$ cat src/rtl/mux_arb_pkg.sv
// -----------------------------------------------------------------------------
// mux_arb_pkg
// Shared definitions for the N-to-1 registered arbitrating multiplexer.
//   MODE_SEL  : explicit channel select via sel
//   MODE_PRIO : fixed priority, lowest index wins (mode 3 aliases to this)
//   MODE_RR   : round-robin starting at the rotating pointer
// -----------------------------------------------------------------------------
package mux_arb_pkg;

    localparam logic [1:0] MODE_SEL  = 2'd0;
    localparam logic [1:0] MODE_PRIO = 2'd1;
    localparam logic [1:0] MODE_RR   = 2'd2;

endpackage : mux_arb_pkg

$ cat src/rtl/rr_arbiter.sv
// -----------------------------------------------------------------------------
// rr_arbiter
// Purely combinational grant logic for mux_arb_nto1. Produces a one-hot
// grant (at most one bit set) and its encoded index.
//
// Ports:
//   req       in   NCH   per-channel request (producer valid)
//   ptr       in   SELW  round-robin start index (always < NCH)
//   mode      in   2     arbitration mode (see mux_arb_pkg)
//   sel       in   SELW  explicit channel index for MODE_SEL
//   grant     out  NCH   one-hot grant, all-zero when nothing is granted
//   grant_idx out  SELW  index of the granted channel (0 when none)
// -----------------------------------------------------------------------------
module rr_arbiter
    import mux_arb_pkg::*;
#(
    parameter  int NCH  = 4,
    localparam int SELW = $clog2(NCH)
) (
    input  logic [NCH-1:0]  req,
    input  logic [SELW-1:0] ptr,
    input  logic [1:0]      mode,
    input  logic [SELW-1:0] sel,
    output logic [NCH-1:0]  grant,
    output logic [SELW-1:0] grant_idx
);

    always_comb begin : p_grant
        int  w_idx;
        logic w_found;
        grant   = '0;
        w_idx   = 0;
        w_found = 1'b0;
        case (mode)
            MODE_SEL: begin
                // A sel value with no matching channel (sel >= NCH when NCH
                // is not a power of two) simply matches no iteration.
                for (int i = 0; i < NCH; i++) begin
                    if (sel == SELW'(i) && req[i]) begin
                        grant[i] = 1'b1;
                    end
                end
            end
            MODE_RR: begin
                // Search upward from ptr, wrapping NCH-1 -> 0. ptr is kept
                // below NCH by the top level, so one subtract is enough.
                for (int k = 0; k < NCH; k++) begin
                    w_idx = int'(ptr) + k;
                    if (w_idx >= NCH) begin
                        w_idx = w_idx - NCH;
                    end
                    if (!w_found && req[w_idx]) begin
                        grant[w_idx] = 1'b1;
                        w_found      = 1'b1;
                    end
                end
            end
            default: begin
                // MODE_PRIO and the reserved encoding: lowest index wins.
                for (int i = 0; i < NCH; i++) begin
                    if (!w_found && req[i]) begin
                        grant[i] = 1'b1;
                        w_found  = 1'b1;
                    end
                end
            end
        endcase
    end

    always_comb begin : p_encode
        grant_idx = '0;
        for (int i = 0; i < NCH; i++) begin
            if (grant[i]) begin
                grant_idx = SELW'(i);
            end
        end
    end

endmodule : rr_arbiter

$ cat src/rtl/mux_arb_nto1.sv
// -----------------------------------------------------------------------------
// mux_arb_nto1
// N-channel, WIDTH-bit arbitrating multiplexer with a single-entry registered
// output. One channel is granted per cycle (explicit select, fixed priority
// or round-robin); the granted word lands in the output register one cycle
// later. Drain and capture on the same edge give 1 word/cycle throughput.
//
// Ports:
//   clk        in   1           rising-edge clock
//   reset      in   1           synchronous active-high reset
//   mode       in   2           0=sel, 1=priority, 2=round-robin, 3=priority
//   sel        in   SELW        channel index for mode 0
//   in_data    in   NCH*WIDTH   channel i at [i*WIDTH +: WIDTH]
//   in_valid   in   NCH         per-channel valid
//   in_ready   out  NCH         per-channel ready (combinational)
//   out_data   out  WIDTH       registered selected word
//   out_ch     out  SELW        channel that produced out_data
//   out_valid  out  1           output register holds a word
//   out_ready  in   1           consumer accepts the word
// -----------------------------------------------------------------------------
module mux_arb_nto1
    import mux_arb_pkg::*;
#(
    parameter  int WIDTH = 32,
    parameter  int NCH   = 4,
    localparam int SELW  = $clog2(NCH)
) (
    input  logic                 clk,
    input  logic                 reset,
    input  logic [1:0]           mode,
    input  logic [SELW-1:0]      sel,
    input  logic [NCH*WIDTH-1:0] in_data,
    input  logic [NCH-1:0]       in_valid,
    output logic [NCH-1:0]       in_ready,
    output logic [WIDTH-1:0]     out_data,
    output logic [SELW-1:0]      out_ch,
    output logic                 out_valid,
    input  logic                 out_ready
);

    logic [WIDTH-1:0] r_out_data;
    logic [SELW-1:0]  r_out_ch;
    logic             r_out_valid;
    logic [SELW-1:0]  r_rr_ptr;

    logic [NCH-1:0]   w_grant;
    logic [SELW-1:0]  w_grant_idx;
    logic             w_can_accept;
    logic             w_xfer;
    logic [WIDTH-1:0] w_mux_data;
    logic [SELW-1:0]  w_ptr_next;

    rr_arbiter #(
        .NCH (NCH)
    ) u_arb (
        .req       (in_valid),
        .ptr       (r_rr_ptr),
        .mode      (mode),
        .sel       (sel),
        .grant     (w_grant),
        .grant_idx (w_grant_idx)
    );

    // The register can take a new word when empty or when its current word
    // leaves on this same edge.
    assign w_can_accept = !r_out_valid || out_ready;

    // Grant already implies valid; masking by reset keeps any transfer from
    // completing in a reset cycle.
    assign in_ready = w_grant & {NCH{w_can_accept && !reset}};
    assign w_xfer   = |(in_valid & in_ready);

    // AND-OR data mux over the one-hot grant.
    always_comb begin : p_mux
        w_mux_data = '0;
        for (int i = 0; i < NCH; i++) begin
            w_mux_data = w_mux_data | (in_data[i*WIDTH +: WIDTH] & {WIDTH{w_grant[i]}});
        end
    end

    // Pointer moves to the channel after the winner so it gets lowest
    // precedence next time.
    assign w_ptr_next = (w_grant_idx == SELW'(NCH - 1)) ? '0 : w_grant_idx + 1'b1;

    always_ff @(posedge clk) begin
        if (reset) begin
            r_out_valid <= 1'b0;
            r_out_data  <= '0;
            r_out_ch    <= '0;
            r_rr_ptr    <= '0;
        end else begin
            if (w_xfer) begin
                r_out_valid <= 1'b1;
                r_out_data  <= w_mux_data;
                r_out_ch    <= w_grant_idx;
                if (mode == MODE_RR) begin
                    r_rr_ptr <= w_ptr_next;
                end
            end else if (r_out_valid && out_ready) begin
                r_out_valid <= 1'b0;
            end
        end
    end

    assign out_data  = r_out_data;
    assign out_ch    = r_out_ch;
    assign out_valid = r_out_valid;

endmodule : mux_arb_nto1

$ cat config.mk
export PLATFORM = sky130hd
export DESIGN_NAME = mux_arb_nto1
export DESIGN_NICKNAME = d
export VERILOG_FILES = /design/src/rtl/mux_arb_pkg.sv /design/src/rtl/rr_arbiter.sv /design/src/rtl/mux_arb_nto1.sv
export SDC_FILE = /design/constraint.sdc
export NUM_CORES = 1
export LEC_CHECK = 0
export CAP_MARGIN = 10
export CELL_PAD_IN_SITES_DETAIL_PLACEMENT = 0
export CELL_PAD_IN_SITES_GLOBAL_PLACEMENT = 1
export CORE_UTILIZATION = 25
export CTS_CLUSTER_DIAMETER = 150
export DETAILED_ROUTE_END_ITERATION = 8
export PLACE_DENSITY = 0.81
export SLEW_MARGIN = 30
export SYNTH_ARGS = -nofsm -noshare
export SYNTH_HDL_FRONTEND = slang
export SYNTH_SLANG_ARGS = --single-unit
$ cat constraint.sdc
create_clock -name clk -period 4.8 [get_ports clk]
set_clock_uncertainty 0.1 [all_clocks]
set_input_delay 0.72 -clock clk [delete_from_list [all_inputs] [get_ports clk]]
set_output_delay 0.72 -clock clk [all_outputs]
set_load 0.01 [all_outputs]
==> results.py, run 1 <==
metrics = {
    "run_status": {
        "outcome": "finished, final reports clean",
    },
    "cts": {
        "cts.reportedPaths.clkPinSlew_ps": 70,
        "cts_sinks": 37,
        "cts_buffer_depth": 2,
        "root_buffer": "clkbuf_8",
        "clk_latency_ps": 280,
        "cts_buffers": 5,
        "cts_resized": 0,
        "htreeDepth": 2,
        "tritoncts": "done",
        "post_cts_buffers": 0,
        "holdBufCountCts": 0,
    },
    "grt": {
        "grt_pass1_vias": 3086,
        "grt_pass1_wl_mm": 15.5,
        "grt_overflow": 0,
        "grt_max_degree": 43,
        "antenna_found_initial": 0,
        "grt.total_usage_pct": 17.8,
    },
    "synth": {
        "synth_mux_area_share_pct": 6.20,
        "syn_area_per_cell_um2": 8.86,
        "synth-xor-area-share_pct": 0,
        "synth_fa_ha_area_share_pct": 2.40,
        "synth_top_area_cell": "dfxtp_1",
        "ys_ff_latch": 37,
        "synth_top_family_by_area": "compound AO/OA/AOI/OAI gates",
        "ys_seq_area_share_pct": 28.4,
        "synthesis.nets": 438,
        "synth_area_um2": 2600,
        "yosys.area_share.simple_pct": 17.9,
        "yosysTopAreaCellShare_pct": 28.4,
        "synth_warnings": 0,
        "post_synth_num_cell_types": 43,
        "netlist_top_cells_area": "dfxtp_1 (28%), a311oi_1 (10%), a222oi_1 (7.7%)",
        "synthCells": 294,
        "synth_compound_area_share_pct": 36.6,
    },
    "sta": {
        "slew_violations": 0,
        "slew_headroom_pct": 51.4,
        "fin_crit_sh_pct": 90.3,
        "rsz0062_at_grt": "no",
        "fin_setup_tns_ps": 0,
        "hold_viol_final": 0,
        "period_needed_ps": 4340,
        "fmax_ghz": 0.231,
        "tightest_slew_ps": 728,
        "setup_violations": 0,
    },
    "power": {
        "p_per_area_nw_per_um2": 242,
        "finalPower_uw": 1090,
        "peakVddDrop_v": 0.0000957,
        "cellLeakagePower_uw": 0.00160,
    },
    "die": {
        "io_pins": 178,
        "fp.dieH_um": 104,
        "initial_core_util_pct": 26.2,
        "core-area_um2": 9950,
        "die_area_um2": 10800,
        "rows": 36,
        "die_w_um": 104,
    },
    "critical_path": {
        "cp-end-kind": "output pin",
        "path_cells": "inv_1, ha_1, mux4_2, nor4b_4, and2_1, nor3_1, nor2_4, and2_1, clkdlybuf4s50_1",
        "arrival_ps": 3520,
        "critPathKind": "flip-flop to output pin",
        "crit_path_max_incr_delay_ps": 590,
        "cp_common_cell": "and2_1",
        "reg2reg_depth": 11,
        "crit_slowest_cell": "dfxtp_1",
        "start_kind": "flip-flop",
        "worstPathRequired_ps": 3980,
        "cp_max_fo": 13,
    },
    "finish": {
        "diodes": 0,
        "fillCellCount": 982,
        "drive_above_1_share_pct": 6.19,
        "area_delta_synth_final_pct": 72.1,
        "post-route-util_pct": 45.0,
        "nets": 596,
    },
    "placement": {
        "gp_congestion": 0.858,
        "dpl.hpwl_mm": 7.15,
        "portBuffers": 177,
    },
    "detailed_routing": {
        "dr.pass1.iters": 4,
        "drcViolationCount": 0,
        "antenna_left": 0,
        "vias": 3050,
        "wl_per_cell_um": 16.7,
        "drt-initial-drc-count": 181,
        "postRouteWirelength_mm": 9.78,
        "viasPerCell": 5.21,
    },
    "job": {
        "cap_violations": 0,
    },
    "worst_hold_path": {
        "worstHoldPathCells": 2,
        "hp-class": "flip-flop to flip-flop",
    },
}
## layer usage
metal  part of all wire (%)  GRT usage, %  up-vias
met5                      0             0        -
met3                    9.3          4.89       10
met1                     39          19.4     1402
li1                       -             -     1481
met2                     50          33.6      157
met4                    1.3          4.90        0
## stage by stage
stage          hold slack, ps  area [µm²]  setup WS (ps)  cells
6_report                  397        4480            464    585
5_1_grt                   415        4480            230    585
4_1_cts                   401        4480            446    585
3_5_place_dp              391        4400            545    578
3_3_place_gp              378        4400            578    578
2_1_floorplan             418        2610           1140    294
## final timing paths
path / startpoint / to / slack [ps]
worst max register to register: r_rr_ptr[0] / r_rr_ptr[0] / 1020
worst min register to register: out_data[2] / out_data[2] / 400
worst min-delay path: out_data[2] / out_data[2] / 400
worst max-delay path: r_rr_ptr[0] / in_ready[0] / 460
## synthesized netlist by cell type, drive strengths merged
library cell / count
nor2: 40
dfxtp: 37
a311oi: 32
nand2: 27
a22oi: 24
buf: 24
a222oi: 20
and2: 10
clkbuf: 8
a21o: 6
mux2i: 6
o21ai: 6
a21oi: 5
ha: 5
inv: 4
mux4: 4
nand2b: 4
nor2b: 4
nor3b: 4
o211a: 3
o22ai: 3
a211o: 2
a221o: 2
nor4b: 2
o21a: 2
a31oi: 1
mux2: 1
nand3: 1
nand4: 1
nor3: 1
o21bai: 1
o311a: 1
o311ai: 1
o31a: 1
o31ai: 1
## cells in the final DEF (no fill, tap or decap), drive strengths merged, types with 5 or more instances in the layout
cell type / count
a21o: 6
a21oi: 5
a222oi: 20
a22oi: 24
a311oi: 32
and2: 10
buf: 6
clkbuf: 7
clkdlybuf4s50: 177
dfxtp: 37
ha: 5
mux2i: 6
nand2: 27
nor2: 40
o21ai: 6
## power breakdown
part           internal (µW)  total [µW]  switching [µW]  leakage [µW]
Sequential               350         375            24.7      0.000306
Clock                    114         220             106     0.0000443
Combinational            273         490             217       0.00125
Total                    738        1090             348       0.00160
## logic make-up (layout without fill, tap and decap cells)
logic type	Yosys count	after routing
muxes	11	11
DFF	37	37
and+or+nand+nor	94	94
adders and majority gates	5	5
AOI/OAI and AO/OA	111	111
buffers and inverters	36	194
## worst max-delay path: cells and delay by family (launching register included)
kind / cells / cell delay [ps]
buffers and inverters: 2 / 710
DFF: 1 / 590
and+or+nand+nor: 5 / 910
adders and majority gates: 1 / 430
muxes: 1 / 580
## cell type report
type / instances / area [µm²] / area share (%)
Inverter: 4 / 15.0 / 0.335
Clock buffer: 7 / 86.3 / 1.93
Multi-Input combinational cell: 221 / 1650 / 36.7
Tap cell: 133 / 166 / 3.71
Sequential cell: 37 / 741 / 16.5
Timing Repair Buffer: 183 / 1830 / 40.8
## sequential cells by signal, indices dropped and copies added (netlist names)
signal	flops
out_ch	2
out_data	32
out_valid	1
r_rr_ptr	2
Note: power is estimated with default switching activity, not from simulation.
==> inputs of run 2 (changes only) <==
Settings changed: SETUP_SLACK_MARGIN set to 0.3.
==> run 2 against run 1 <==
Maximum frequency is 1.6% higher. Global-route usage stayed put. Sequential share of layout area about the same. Routed wire length is the same. Setup slack better by 69 ps. Total power hardly changed. Utilization barely moved. Critical path depth down 1. Clock-buffer cell count did not move. Non-clock buffer count is the same. Via count did not move.
==> results.py, run 2 (synthesis results as in run 1) <==
metrics = {
    "critical_path": {
        "reg2reg_depth": 11,
        "cp-end-kind": "output pin",
        "crit_path_max_incr_delay_ps": 630,
        "r2r_end": "r_rr_ptr[0]",
        "critPathKind": "primary input to output pin",
        "worstPathRequired_ps": 3980,
        "path_cells": "clkdlybuf4s50_1, mux4_2, nor4b_4, and2_1, nor3_1, nor2_4, and2_1, clkdlybuf4s50_1",
        "cp_max_fo": 12,
        "crit_slowest_cell": "mux4_2",
        "rr_startpoint": "r_rr_ptr[1]",
        "path_delay_family": "buffers and inverters",
        "critPathBufInv": 2,
        "arrival_ps": 3450,
        "r2r_setup_slack_ps": 1130,
        "start_kind": "primary input",
    },
    "power": {
        "finalPower_uw": 1090,
        "p_per_area_nw_per_um2": 242,
        "peakVddDrop_v": 0.0000957,
        "cellLeakagePower_uw": 0.00160,
    },
    "die": {
        "initial_core_util_pct": 26.2,
        "core-area_um2": 9950,
        "rows": 36,
        "fp.dieH_um": 104,
        "io_pins": 178,
        "die_w_um": 104,
        "die_area_um2": 10800,
    },
    "sta": {
        "slew_headroom_pct": 51.4,
        "fin_crit_sh_pct": 88.9,
        "hold_viol_final": 0,
        "rsz0062_at_grt": "no",
        "period_needed_ps": 4270,
        "setup_violations": 0,
        "worst_slack_ps": 533,
        "fmax_ghz": 0.234,
        "tightest_slew_ps": 728,
        "fin_setup_tns_ps": 0,
        "slew_violations": 0,
    },
    "finish": {
        "final_cell_mix": "clkdlybuf4s50_1 (177), nor2_1 (39), dfxtp_1 (36)",
        "largest_reg_flops": 32,
        "diodes": 0,
        "area_delta_synth_final_pct": 72.1,
        "drive_above_1_share_pct": 6.42,
        "nets": 596,
        "final_common_cell": "clkdlybuf4s50_1",
    },
    "placement": {
        "gp_congestion": 0.858,
        "portBuffers": 177,
        "dpl.hpwl_mm": 7.15,
        "pre_cts_ws_ps": 545,
    },
    "detailed_routing": {
        "vias": 3050,
        "viasPerCell": 5.21,
        "antenna_left": 0,
        "postRouteWirelength_mm": 9.78,
        "wl_per_cell_um": 16.7,
        "drt-initial-drc-count": 181,
        "drcViolationCount": 0,
        "dr.pass1.iters": 4,
    },
    "grt": {
        "grt_max_degree": 43,
        "grt_overflow": 0,
        "grt_pass1_vias": 3086,
        "grt_pass1_wl_mm": 15.5,
        "antenna_found_initial": 0,
        "grt.total_usage_pct": 17.8,
    },
    "worst_hold_path": {
        "worstHoldPathCells": 2,
        "holdPathEnd": "out_data[2]",
        "hp-class": "flip-flop to flip-flop",
        "worstHoldStart": "out_data[2]",
    },
    "cts": {
        "holdBufCountCts": 0,
        "cts.reportedPaths.clkPinSlew_ps": 70,
        "cts_buffer_depth": 2,
        "htreeDepth": 2,
        "root_buffer": "clkbuf_8",
        "cts_sinks": 37,
        "clk_latency_ps": 280,
        "cts_buffers": 5,
        "tritoncts": "done",
    },
    "run_status": {
        "outcome": "finished, final reports clean",
    },
    "job": {
        "cap_violations": 0,
    },
}
run 2: worst register-to-register path: cells and delay by family (launching register included):
| family | cells | cell delay [ps] |
|---|---|---|
| buffers and inverters | 2 | 510 |
| and+or+nand+nor | 3 | 640 |
| AOI/OAI and AO/OA | 2 | 400 |
| adders and majority gates | 2 | 570 |
| DFF | 1 | 520 |
| muxes | 2 | 830 |
run 2: layout make-up:
type                       count  area, µm²
sequential                    37        742
clock buffer                   7       86.3
tap                          133        166
fill                         981       5470
multi-input combinational    221       1650
timing repair buffer         183       1830
inverter                       4       15.0
run 2: worst max path at each step:
stage / from / to / depth (start not counted)
finish: in_valid[0] / in_ready[0] / 8
global route: in_valid[0] / in_ready[1] / 7
CTS: r_rr_ptr[0] / in_ready[0] / 9
detailed placement: in_valid[0] / in_ready[0] / 8
global placement: in_valid[0] / in_ready[1] / 7
floorplan: r_rr_ptr[0] / in_ready[3] / 10
run 2: what timing repair did:
| item | 4_1_cts | 5_1_grt |
|---|---|---|
| gates resized for setup | 0 | 1 |
| endpoints found under the setup margin | 0 | 3 |
| buffers inserted | 0 | 0 |
run 2: where the power goes:
part / internal (µW) / switching, µW
sequential: 350 / 24.7
clock: 114 / 106
combinational: 273 / 217
run 2: layer usage:
layer	GRT usage (%)	up-vias	part of all wire, %
li1	-	1481	-
met2	33.6	157	50
met1	19.4	1402	39
met4	4.90	0	1.3
met3	4.89	10	9.3
met5	0	-	0
run 2: per-stage QoR:
stage                     instance area (µm²)  util (%)  std cells  hold WS [ps]
after floorplan                          2610         -        294           418
after global routing                     4480      45.0        585           415
after detailed placement                 4400      44.2        578           391
after global placement                   4400      44.2        578           378
after CTS                                4480      45.0        585           401
final                                    4480      45.0        585           397
